<file path="src/rtl/multicycle_ctrl.sv">
// multicycle_ctrl: multicycle RV32I-subset main control FSM (fetch, decode, execute, memory, writeback).
// Define MULTICYCLE_CTRL_TRAP_EN to send illegal instructions to a sticky TRAP state instead of a NOP.
module multicycle_ctrl (
   input  logic       clk,
   input  logic       rst_n,
   input  logic [6:0] opcode,
   input  logic [2:0] funct3,
   input  logic       funct7b5,
   input  logic       zeroFlag,
   input  logic       mem_ready,
   output logic [3:0] ALU_control,
   output logic [1:0] alu_src_a,
   output logic [1:0] alu_src_b,
   output logic [1:0] result_src,
   output logic       adr_src,
   output logic       ir_write,
   output logic       pc_write,
   output logic       mem_write,
   output logic       reg_write,
   output logic       trap,
   output logic [3:0] state
);
   typedef enum logic [3:0] {
      FETCH    = 4'd0,
      DECODE   = 4'd1,
      MEMADR   = 4'd2,
      MEMREAD  = 4'd3,
      MEMWB    = 4'd4,
      MEMWRITE = 4'd5,
      EXECR    = 4'd6,
      EXECI    = 4'd7,
      ALUWB    = 4'd8,
      BEQ      = 4'd9,
      TRAP     = 4'd15
   } state_t;

   localparam logic [3:0] ALU_AND = 4'b0000;
   localparam logic [3:0] ALU_OR  = 4'b0001;
   localparam logic [3:0] ALU_ADD = 4'b0010;
   localparam logic [3:0] ALU_SUB = 4'b0110;

   localparam logic [6:0] OP_LW = 7'b0000011;
   localparam logic [6:0] OP_SW = 7'b0100011;
   localparam logic [6:0] OP_R  = 7'b0110011;
   localparam logic [6:0] OP_I  = 7'b0010011;
   localparam logic [6:0] OP_BR = 7'b1100011;

`ifdef MULTICYCLE_CTRL_TRAP_EN
   localparam state_t ILL_NXT = TRAP;
`else
   localparam state_t ILL_NXT = FETCH;
`endif

   state_t cur, nxt, dec_nxt;
   logic alu_f3_ok, illegal;
   logic ir_w, pc_w, mem_w, reg_w;

   always_ff @(posedge clk or negedge rst_n)
      if (!rst_n) cur <= FETCH;
      else cur <= nxt;

   // Illegal functs are rejected here so the EXEC states only ever see legal codes
   assign alu_f3_ok = (funct3 == 3'b000) || (funct3 == 3'b110) || (funct3 == 3'b111);
   assign illegal = (opcode == OP_R || opcode == OP_I) ? !alu_f3_ok :
                    (opcode == OP_BR) ? (funct3 != 3'b000) :
                    !(opcode == OP_LW || opcode == OP_SW);
   assign dec_nxt = (opcode == OP_R) ? EXECR :
                    (opcode == OP_I) ? EXECI :
                    (opcode == OP_BR) ? BEQ : MEMADR;

   always_comb begin
      nxt = cur;
      ALU_control = ALU_AND;
      alu_src_a = 2'd0;
      alu_src_b = 2'd0;
      result_src = 2'd0;
      adr_src = 1'b0;
      ir_w = 1'b0;
      pc_w = 1'b0;
      mem_w = 1'b0;
      reg_w = 1'b0;
      case (cur)
         FETCH: begin
            alu_src_b = 2'd2;
            ALU_control = ALU_ADD;
            result_src = 2'd2;
            ir_w = mem_ready;
            pc_w = mem_ready;
            nxt = mem_ready ? DECODE : FETCH;
         end
         DECODE: begin
            alu_src_a = 2'd1;
            alu_src_b = 2'd1;
            ALU_control = ALU_ADD;
            nxt = illegal ? ILL_NXT : dec_nxt;
         end
         MEMADR: begin
            alu_src_a = 2'd2;
            alu_src_b = 2'd1;
            ALU_control = ALU_ADD;
            nxt = (opcode == OP_SW) ? MEMWRITE : MEMREAD;
         end
         MEMREAD: begin
            adr_src = 1'b1;
            nxt = mem_ready ? MEMWB : MEMREAD;
         end
         MEMWB: begin
            result_src = 2'd1;
            reg_w = 1'b1;
            nxt = FETCH;
         end
         MEMWRITE: begin
            adr_src = 1'b1;
            mem_w = 1'b1;
            nxt = mem_ready ? FETCH : MEMWRITE;
         end
         EXECR: begin
            alu_src_a = 2'd2;
            ALU_control = (funct3 == 3'b000) ? (funct7b5 ? ALU_SUB : ALU_ADD) :
                          (funct3 == 3'b110) ? ALU_OR : ALU_AND;
            nxt = ALUWB;
         end
         EXECI: begin
            alu_src_a = 2'd2;
            alu_src_b = 2'd1;
            ALU_control = (funct3 == 3'b000) ? ALU_ADD :
                          (funct3 == 3'b110) ? ALU_OR : ALU_AND;
            nxt = ALUWB;
         end
         ALUWB: begin
            reg_w = 1'b1;
            nxt = FETCH;
         end
         BEQ: begin
            alu_src_a = 2'd2;
            ALU_control = ALU_SUB;
            pc_w = zeroFlag;
            nxt = FETCH;
         end
         TRAP: nxt = ILL_NXT;
         default: nxt = FETCH;
      endcase
   end

   // Enables are gated by rst_n so an in-flight write is cut off the moment reset asserts
   assign ir_write = rst_n & ir_w;
   assign pc_write = rst_n & pc_w;
   assign mem_write = rst_n & mem_w;
   assign reg_write = rst_n & reg_w;
   assign state = cur;

`ifdef MULTICYCLE_CTRL_TRAP_EN
   assign trap = rst_n & (cur == TRAP);
`else
   assign trap = 1'b0;
`endif
endmodule
</file>
<file path="config.mk">
export PLATFORM = sky130hd
export DESIGN_NAME = multicycle_ctrl
export DESIGN_NICKNAME = d
export VERILOG_FILES = /design/src/rtl/multicycle_ctrl.sv
export SDC_FILE = /design/constraint.sdc
export NUM_CORES = 1
export LEC_CHECK = 0
export ABC_AREA = 1
export BUFFER_PORTS_ARGS = -buffer_cell sky130_fd_sc_hd__buf_4
export CAP_MARGIN = 20
export CORE_MARGIN = 5
export CORE_UTILIZATION = 25
export CTS_BUF_LIST = sky130_fd_sc_hd__clkbuf_4 sky130_fd_sc_hd__clkbuf_8
export DETAILED_ROUTE_END_ITERATION = 8
export GPL_ROUTABILITY_DRIVEN = 1
export PLACE_DENSITY = 0.56
export SYNTH_ARGS = -nofsm -noshare
export SYNTH_HDL_FRONTEND = slang
export SYNTH_SLANG_ARGS = --single-unit
</file>
<file path="constraint.sdc">
create_clock -name clk -period 2.1 [get_ports clk]
set_input_delay 0.21 -clock clk [delete_from_list [all_inputs] [get_ports clk]]
set_output_delay 0.21 -clock clk [all_outputs]
set_load 0.02 [all_outputs]
</file>
==> out/metrics.csv, run 1 <==
metric,value,unit
drtIter0Drc,9,
fin_crit,1.66,ns
final_nets,155,
postCtsHoldBufs,1,
crit_top_cell,nand2_1,
startpoint_type,flop,
path_clk_slew,0.03,ns
track_usage,9.38,%
reg2reg_to,state[2]$_DFF_PN0_,
cts_root_buffer,clkbuf_4,
avgSynthCellArea,5.33,sq um
synth_simple_gate_area_share,51.7,%
outcome,"complete, no violations",
port-buffer-count,32,
cts_buffers,3,
synth_top_family_by_area,simple AND/OR/NAND/NOR gates,
final_max_slew_viol_count,0,
cp_max_fo,4,
cpPeakStageDelay,0.43,ns
design.die.area,0.00323,sq mm
hp-class,in -> async,
routed_wl,1.45,mm
synthTopCellsByArea,"nand2_1, dfrtp_1, inv_1, nor2_1, nand3_1",
core-area,0.00215,sq mm
cap_viol_max_count,0,
yosys.area.top_type,nand2_1,
clock_latency,0.23,ns
largest_reg_flops,4,
vias_per_cell,4.08,
final_common_cell,buf_4,
dp_cells,162,
setup_viol,0,
htree_levels,1,
rsz0062_at_grt,no,
cp-startpoint,state[3]$_DFF_PN0_,
cpMaxStageDelayCell,dfrtp_1,
synth_seq_area_share,18.2,%
cts_setup_buffers,0,
grt_max_degree,9,
p_leak,0.487,nW
synthCells,103,
hpwl,1.31,mm
cts_tree,done,
antenna_left,0,
max-clock-path-buffers,2,
crit_type,reg -> out,
post-route-drc-count,0,
place_congestion,0.774,
ys_warn_count,0,
finalHoldViolCount,0,
layout-drive-gt1-share,31.9,%
r2r_start,state[1]$_DFF_PN0_,
crit_path_cell_trace,inv_2 > nand2_1 > nor2_1 > nand2_1 > o21ai_0 > buf_4,
ys_ff_latch,4,
power_density,807,mW/mm^2
clock_sinks,4,
synth_compound_area_share,10.3,%
overflow,0,
path_delay_family,flip-flops,
dpl_worst_slack,0.671,ns
setup_tns,0,ns
grt_pass1_wl,2.39,mm
cp.depth,6,
period_share,79.0,%
critPathArrivalTime,1.45,ns
first_pass_iters,4,
post_layout_nonfiller_instances,166,
die_h,56.9,um
post_cts_resized,0,
vias,678,
synth.distinct_cells,18,
fmax,603,MHz
synth-xor-area-share,0,%
r2r_slack,0.92,ns
muxShareOfSynthArea,0,%
endpoint_kind,output port,
grt_pass1_vias,607,
antenna_found_initial,0,
die_x,56.9,um
worst-path-buf-inv,2,
clock_skew,0.000248,ns
n_antenna_cell,0,
utilization,39.4,%
num_rows,17,
critPathCapture,ALU_control[2],
synth_top_area_share,19.1,%
wl_per_cell,8.70,um
initial_core_util,25.6,%
vdd_ir_drop_max,0.366,mV
syn-cell-area,549,sq um
layout_common_cells,"buf_4, nand2_1, inv_1, nor2_1, nand3_1",
io_pins,35,
syn2layout_area_growth,54.0,%
setup_ws,0.440,ns
crit_required,1.89,ns
reg2reg_depth,7,
synth_fa_ha_area_share,0,%
[cells by family (layout without fill, tap and decap cells)]
| family | after synthesis | after routing |
|---|---|---|
| other | 1 | 2 |
| AND/OR/NAND/NOR | 63 | 63 |
| flip-flops | 4 | 4 |
| buffers and inverters | 26 | 60 |
| AO/OA/AOI/OAI | 9 | 9 |
[worst register-to-register path, stage by stage, from the launching register on]
cell	delay [ns]
dfrtp_1	0.41
inv_1	0.12
nand2_1	0.11
nor2_1	0.17
nand2_1	0.09
o21ai_0	0.10
nor2_1	0.07
nand2_1	0.05
[stage by stage]
| step | area [sq um] | hold slack (ns) | power [mW] |
|---|---|---|---|
| detailed placement | 813 | 0.0160 | 0.594 |
| global route | 846 | 0.320 | 0.741 |
| finish | 846 | 0.318 | 0.683 |
| CTS | 846 | 0.308 | 0.693 |
| global placement | 813 | 0.0153 | 0.596 |
| floorplan | 553 | -0.0856 | 0.407 |
[layout make-up]
| type | instances | area [sq um] |
|---|---|---|
| well taps | 28 | 35.0 |
| flip-flops and latches | 4 | 100 |
| multi-input cells | 74 | 348 |
| inverters | 24 | 90.1 |
| repair buffers | 33 | 250 |
| fillers | 234 | 1300 |
| clock buffers | 3 | 22.5 |
[power by group]
part           internal (mW)  leakage [nW]  total (mW)  switching (mW)
Combinational          0.187         0.419       0.472           0.285
Sequential            0.0938        0.0541       0.119          0.0250
Clock                 0.0637        0.0138      0.0920          0.0283
Total                  0.344         0.487       0.683           0.338
[worst min path at each step]
stage               start  slack [ns]            endpoint  cells after the start
floorplan           rst_n       -0.09  state[0]$_DFF_PN0_                      0
global route        rst_n        0.32  state[2]$_DFF_PN0_                      2
CTS                 rst_n        0.31  state[2]$_DFF_PN0_                      2
global placement    rst_n        0.02  state[1]$_DFF_PN0_                      1
finish              rst_n        0.32  state[2]$_DFF_PN0_                      2
detailed placement  rst_n        0.02  state[0]$_DFF_PN0_                      1
[synth_stat cells, drive strengths merged]
library cell and instances:
o21ai 3, or2 1, conb 1, buf 2, nor2 24, a21oi 3, o211ai 2, nand3 8
nand2 28, nor3 2, dfrtp 4, a211oi 1, inv 24
[metal layers]
metal  track usage [%]  routed length [um]  vias to the layer above
li1                  -                   -                      376
met1              10.6                 613                      273
met2              14.9                 640                       27
met3              1.84                 166                        2
met4              7.95                  26                        0
met5                 0                   0                        -
Note: power is estimated with default switching activity, not from simulation.
==> inputs of run 2 (changes only) <==
--- a/config.mk
+++ b/config.mk
@@ -13,7 +13,7 @@
 export CTS_BUF_LIST = sky130_fd_sc_hd__clkbuf_4 sky130_fd_sc_hd__clkbuf_8
 export DETAILED_ROUTE_END_ITERATION = 8
 export GPL_ROUTABILITY_DRIVEN = 1
-export PLACE_DENSITY = 0.56
+export PLACE_DENSITY = 0.58
 export SYNTH_ARGS = -nofsm -noshare
 export SYNTH_HDL_FRONTEND = slang
 export SYNTH_SLANG_ARGS = --single-unit
==> constraint.sdc (replaced) <==
create_clock -name clk -period 1.52 [get_ports clk]
set_input_delay 0.152 -clock clk [delete_from_list [all_inputs] [get_ports clk]]
set_output_delay 0.152 -clock clk [all_outputs]
set_load 0.02 [all_outputs]
==> run 2 against run 1 <==
  * The run now ends with setup timing left
  * Hold slack worse by 0.056 ns
  * Utilization is 2.6 points higher
  * Critical endpoint is now ALU_control[1]
  * Largest cell class unchanged
  * Global-route usage is 1.0 points higher
  * Total power is 48% higher
  * Register-to-register slack worse by 0.68 ns
  * Non-clock buffer count is 2 higher
  * Wire length is 11% higher
  * Setup slack worse by 0.45 ns
  * Final cell count is 1.2% higher
  * Via count is 4.9% higher
  * First-iteration DRC count is 11% higher
==> out/metrics.csv, run 2 (synthesis results as in run 1) <==
metric,value,unit,change
outcome,"finished, violations left",,
failed_checks,setup timing,,
initial_core_util,25.6,%,unchanged
clock_skew,0.00358,ns,+0.00333 ns
layout_common_cells,"buf_4, nand2_1, inv_1, nor2_1, nand3_1",,
setup_ws,-0.00805,ns,-0.448 ns
final_max_slew_viol_count,0,,unchanged
top_usage_layer,met2,,
routed_wl,1.61,mm,+11%
dp_cells,162,,unchanged
port-buffer-count,32,,unchanged
reg2reg_to,state[0]$_DFF_PN0_,,
overflow,0,,unchanged
largest_reg_flops,4,,unchanged
p_leak,0.497,nW,+1.9%
layout-drive-gt1-share,43.6,%,+12 points
grt_max_degree,9,,unchanged
cts_tree,done,,
antenna_left,0,,unchanged
cp_max_fo,3,,-1
use_met3,1.15,%,-0.69 points
fin_crit,1.53,ns,
cap_viol_max_count,0,,unchanged
grtUsageMet1,12.0,%,+1.4 points
die_h,56.9,um,unchanged
rsz0062_at_grt,yes,,
crit_required,1.37,ns,-0.52 ns
reg2reg_depth,8,,+1
power_density,1120,mW/mm^2,+39%
post_layout_nonfiller_instances,168,,+1.2%
setup_tns,-0.0181,ns,-0.0181 ns
min_path_cells,4,,
clock_sinks,4,,unchanged
period_share,101,%,
wl_per_cell,9.58,um,+10%
num_rows,17,,unchanged
n_antenna_cell,0,,unchanged
min_to,state[1]$_DFF_PN0_,,
design.die.area,0.00323,sq mm,unchanged
clock_latency,0.23,ns,about the same
grt_pass1_wl,2.68,mm,+12%
setup_viol,4,,+4
track_usage,10.4,%,+1.0 points
cts_root_buffer,clkbuf_4,,
vias_per_cell,4.23,,+3.6%
io_pins,35,,unchanged
hp-start,mem_ready,,
finalHoldViolCount,0,,unchanged
place_congestion,0.761,,-1.7%
startpoint_type,flop,,
core-area,0.00215,sq mm,unchanged
hpwl,1.37,mm,+4.1%
critPathArrivalTime,1.38,ns,-0.07 ns
r2r_slack,0.24,ns,-0.68 ns
vdd_ir_drop_max,0.452,mV,+24%
r2r_start,state[2]$_DFF_PN0_,,
endpoint_kind,output port,,
crit_type,reg -> out,,
drtIter0Drc,10,,+1
final_nets,157,,+1.3%
antenna_found_initial,0,,unchanged
dpl_worst_slack,0.150,ns,-0.521 ns
die_x,56.9,um,unchanged
htree_levels,1,,unchanged
cts_buffers,3,,unchanged
vias,711,,+4.9%
syn2layout_area_growth,64.0,%,
first_pass_iters,4,,unchanged
utilization,41.9,%,+2.6 points
path_clk_slew,0.04,ns,about the same
finalPower,1.01,mW,+48%
final_common_cell,buf_4,,
hp-class,in -> reg,,
grt_pass1_vias,661,,+8.9%
fmax,654,MHz,
post-route-drc-count,0,,unchanged
globalRouteMet2Util,17.3,%,+2.5 points
max-clock-path-buffers,2,,unchanged
==> run 2: cell count changes in the layout (fill, tap and decap cells not counted), moves of 2 or more <==
cell,previous run,this run
nand2_2,0,3
dfrtp_1,4,0
nor2_1,20,16
buf_4,32,34
nand2_1,28,25
inv_1,22,20
nor2_2,1,4
dfrtp_2,0,4
==> run 2: cell type report <==
type                            instances  area (sq um)
Tap cell                               28          35.0
Timing Repair Buffer                   35           265
Inverter                               24          92.6
Sequential cell                         4           105
Fill cell                             232          1250
Clock buffer                            3          22.5
Multi-Input combinational cell         74           380
==> run 2: routing by layer <==
layer / vias to the layer above / routed length [um]
met1: 300 / 650
met4: 0 / 27
li1: 380 / -
met5: - / 0
met2: 29 / 778
met3: 2 / 152
==> run 2: stage by stage <==
| step | hold WS (ns) | instance area (sq um) |
|---|---|---|
| finish | 0.262 | 901 |
| floorplan | -0.144 | 553 |
| global route | 0.294 | 901 |
| global placement | -0.0427 | 813 |
| detailed placement | -0.0451 | 813 |
| CTS | 0.264 | 872 |
==> run 2: critical path, cell delays in order (launching register included) <==
cell and delay [ns]:
dfrtp_2 0.40, inv_2 0.06, or2_4 0.26, nor2_4 0.10, inv_2 0.05, o211ai_1 0.10
buf_4 0.18
==> run 2: how the worst max path moves through the flow <==
stage | slack [ns] | end | cells after the start | start
4_1_cts | -0.009 | ALU_control[1] | 6 | state[3]$_DFF_PN0_
2_1_floorplan | -0.01 | reg_write | 3 | state[3]$_DFF_PN0_
3_5_place_dp | 0.15 | ALU_control[2] | 6 | state[3]$_DFF_PN0_
5_1_grt | -0.11 | ALU_control[1] | 6 | state[3]$_DFF_PN0_
6_report | -0.008 | ALU_control[1] | 6 | state[3]$_DFF_PN0_
3_3_place_gp | 0.22 | pc_write | 6 | state[3]$_DFF_PN0_
==> run 2: power breakdown <==
group / switching (mW) / internal, mW / total (mW)
clock network: 0.0422 / 0.0882 / 0.130
registers: 0.0458 / 0.134 / 0.180
logic: 0.421 / 0.280 / 0.700
total: 0.509 / 0.502 / 1.01
==> run 2: repair_timing <==
action	in CTS	in global routing
resized for setup	8	10
cloned	0	0
endpoints found under the setup margin	8	10
hold buffers	1	0
hold endpoints to repair	4	0
setup buffers	2	0
pin swaps	2	3
==> inputs of run 3 (changes only) <==
--- a/config.mk
+++ b/config.mk
@@ -7,13 +7,13 @@
 export LEC_CHECK = 0
 export ABC_AREA = 1
 export BUFFER_PORTS_ARGS = -buffer_cell sky130_fd_sc_hd__buf_4
-export CAP_MARGIN = 20
 export CORE_MARGIN = 5
 export CORE_UTILIZATION = 25
 export CTS_BUF_LIST = sky130_fd_sc_hd__clkbuf_4 sky130_fd_sc_hd__clkbuf_8
 export DETAILED_ROUTE_END_ITERATION = 8
 export GPL_ROUTABILITY_DRIVEN = 1
 export PLACE_DENSITY = 0.58
+export RECOVER_POWER = 50
 export SYNTH_ARGS = -nofsm -noshare
 export SYNTH_HDL_FRONTEND = slang
 export SYNTH_SLANG_ARGS = --single-unit
==> run 3 against run 2 <==
  * Count of clock-buffer cells in the layout is the same
  * Wire length rose by 0.19%
  * Clock skew unchanged
  * Highest routed layer unchanged
  * Via count down 0.14%
  * Sequential share of layout area is essentially flat
  * Non-clock buffer count unchanged
  * Critical path depth stayed put
  * Die area stayed put
  * Register-to-register slack barely moved
  * The run still ends with setup timing left
  * Hold slack unchanged
  * Sequential power about the same
  * Critical endpoint unchanged
  * Clock power hardly changed
==> out/metrics.csv, run 3 (synthesis results as in run 1) <==
metric,value,unit,change
die_x,56.9,um,unchanged
num_rows,17,,unchanged
r2r_start,state[2]$_DFF_PN0_,,
power_density,1130,mW/mm^2,+0.40%
final_nets,157,,unchanged
antenna_found_initial,0,,unchanged
clock_skew,0.00358,ns,unchanged
hp-class,in -> reg,,
startpoint_type,flop,,
min_to,state[1]$_DFF_PN0_,,
hold_ws,0.262,ns,unchanged
failed_checks,setup timing,,
track_usage,10.4,%,unchanged
post_layout_nonfiller_instances,168,,unchanged
clock_sinks,4,,unchanged
clock_latency,0.23,ns,about the same
place_congestion,0.761,,unchanged
r2r_slack,0.24,ns,about the same
fmax,654,MHz,about the same
n_antenna_cell,0,,unchanged
wl_per_cell,9.60,um,+0.19%
layout-drive-gt1-share,42.9,%,-0.71 points
vdd_ir_drop_max,0.452,mV,about the same
cap_viol_max_count,0,,unchanged
final_common_cell,buf_4,,
grt_max_degree,9,,unchanged
grt_pass1_wl,2.68,mm,unchanged
crit_type,reg -> out,,
antenna_left,0,,unchanged
min_path_cells,4,,unchanged
rsz0062_at_grt,yes,,
period_share,101,%,about the same
endpoint_kind,output port,,
cts_buffers,3,,unchanged
htree_levels,1,,unchanged
grt_pass1_vias,661,,unchanged
initial_core_util,25.6,%,unchanged
path_clk_slew,0.04,ns,about the same
setup_ws,-0.00803,ns,+0.0000230 ns
reg2reg_to,state[0]$_DFF_PN0_,,
reg2reg_depth,8,,unchanged
drtIter0Drc,10,,unchanged
critPathArrivalTime,1.38,ns,about the same
crit_required,1.37,ns,about the same
dpl_worst_slack,0.150,ns,unchanged
cts_root_buffer,clkbuf_4,,
outcome,"finished, violations left",,
max-clock-path-buffers,2,,unchanged
core-area,0.00215,sq mm,unchanged
hp-start,mem_ready,,
design.die.area,0.00323,sq mm,unchanged
routed_wl,1.61,mm,+0.19%
fin_crit,1.53,ns,-0.0000230 ns
die_h,56.9,um,unchanged
hpwl,1.37,mm,unchanged
vias_per_cell,4.23,,-0.14%
overflow,0,,unchanged
vias,710,,-0.14%
cp_max_fo,3,,unchanged
cts_tree,done,,
finalHoldViolCount,0,,unchanged
final_max_slew_viol_count,0,,unchanged
largest_reg_flops,4,,unchanged
port-buffer-count,32,,unchanged
dp_cells,162,,unchanged
setup_viol,4,,unchanged
post-route-drc-count,0,,unchanged
first_pass_iters,4,,unchanged
layout_common_cells,"buf_4, nand2_1, inv_1, nor2_1, nand3_1",,
p_leak,0.492,nW,-0.86%
io_pins,35,,unchanged
fillers,234,,+0.86%
syn2layout_area_growth,63.3,%,
-- run 3: worst max-delay path, cell delays in order, from the launching register on --
cell and delay [ns]:
dfrtp_2 0.40, inv_2 0.06, or2_4 0.26, nor2_4 0.10
inv_2 0.05, o211ai_1 0.10, buf_4 0.18
-- run 3: report_power, final --
part	switching (mW)	internal (mW)
combinational	0.421	0.279
sequential	0.0458	0.134
clock	0.0422	0.0882
-- run 3: layout make-up --
cell class,count,area [sq um],area share (%)
clock buffer,3,22.5,2.51
timing repair buffer,35,262,29.1
inverter,24,92.6,10.3
multi-input combinational,74,380,42.4
tap,28,35.0,3.91
sequential,4,105,11.7
-- run 3: routing by layer --
layer  part of all wire (%)  global-route usage, %  wire (um)
met1                     40                   12.0        652
met2                     48                   17.3        778
met3                    9.6                   1.15        154
met4                    1.7                   7.95         27
met5                      0                      0          0
-- run 3: worst max path at each step --
stage,start,endpoint,slack [ns],depth (start not counted)
2_1_floorplan,state[3]$_DFF_PN0_,reg_write,-0.01,3
3_3_place_gp,state[3]$_DFF_PN0_,pc_write,0.22,6
3_5_place_dp,state[3]$_DFF_PN0_,ALU_control[2],0.15,6
4_1_cts,state[3]$_DFF_PN0_,ALU_control[1],-0.009,6
5_1_grt,state[3]$_DFF_PN0_,ALU_control[1],-0.11,6
6_report,state[3]$_DFF_PN0_,ALU_control[1],-0.008,6
-- run 3: through the flow --
step	TNS (ns)	instance area, sq um	utilization [%]	power [mW]
2_1_floorplan	-0.0102	553	-	0.562
3_3_place_gp	0	813	37.9	0.824
3_5_place_dp	0	813	37.9	0.824
4_1_cts	-0.0179	872	40.6	0.989
5_1_grt	-0.578	897	41.8	1.09
6_report	-0.0185	897	41.8	1.01
-- run 3: repair_timing --
action	4_1_cts	5_1_grt
gates resized for setup	8	10
pin swaps	2	3
hold buffers	1	0
setup endpoints to repair	8	10
buffers inserted	2	0
hold endpoints to repair	4	0
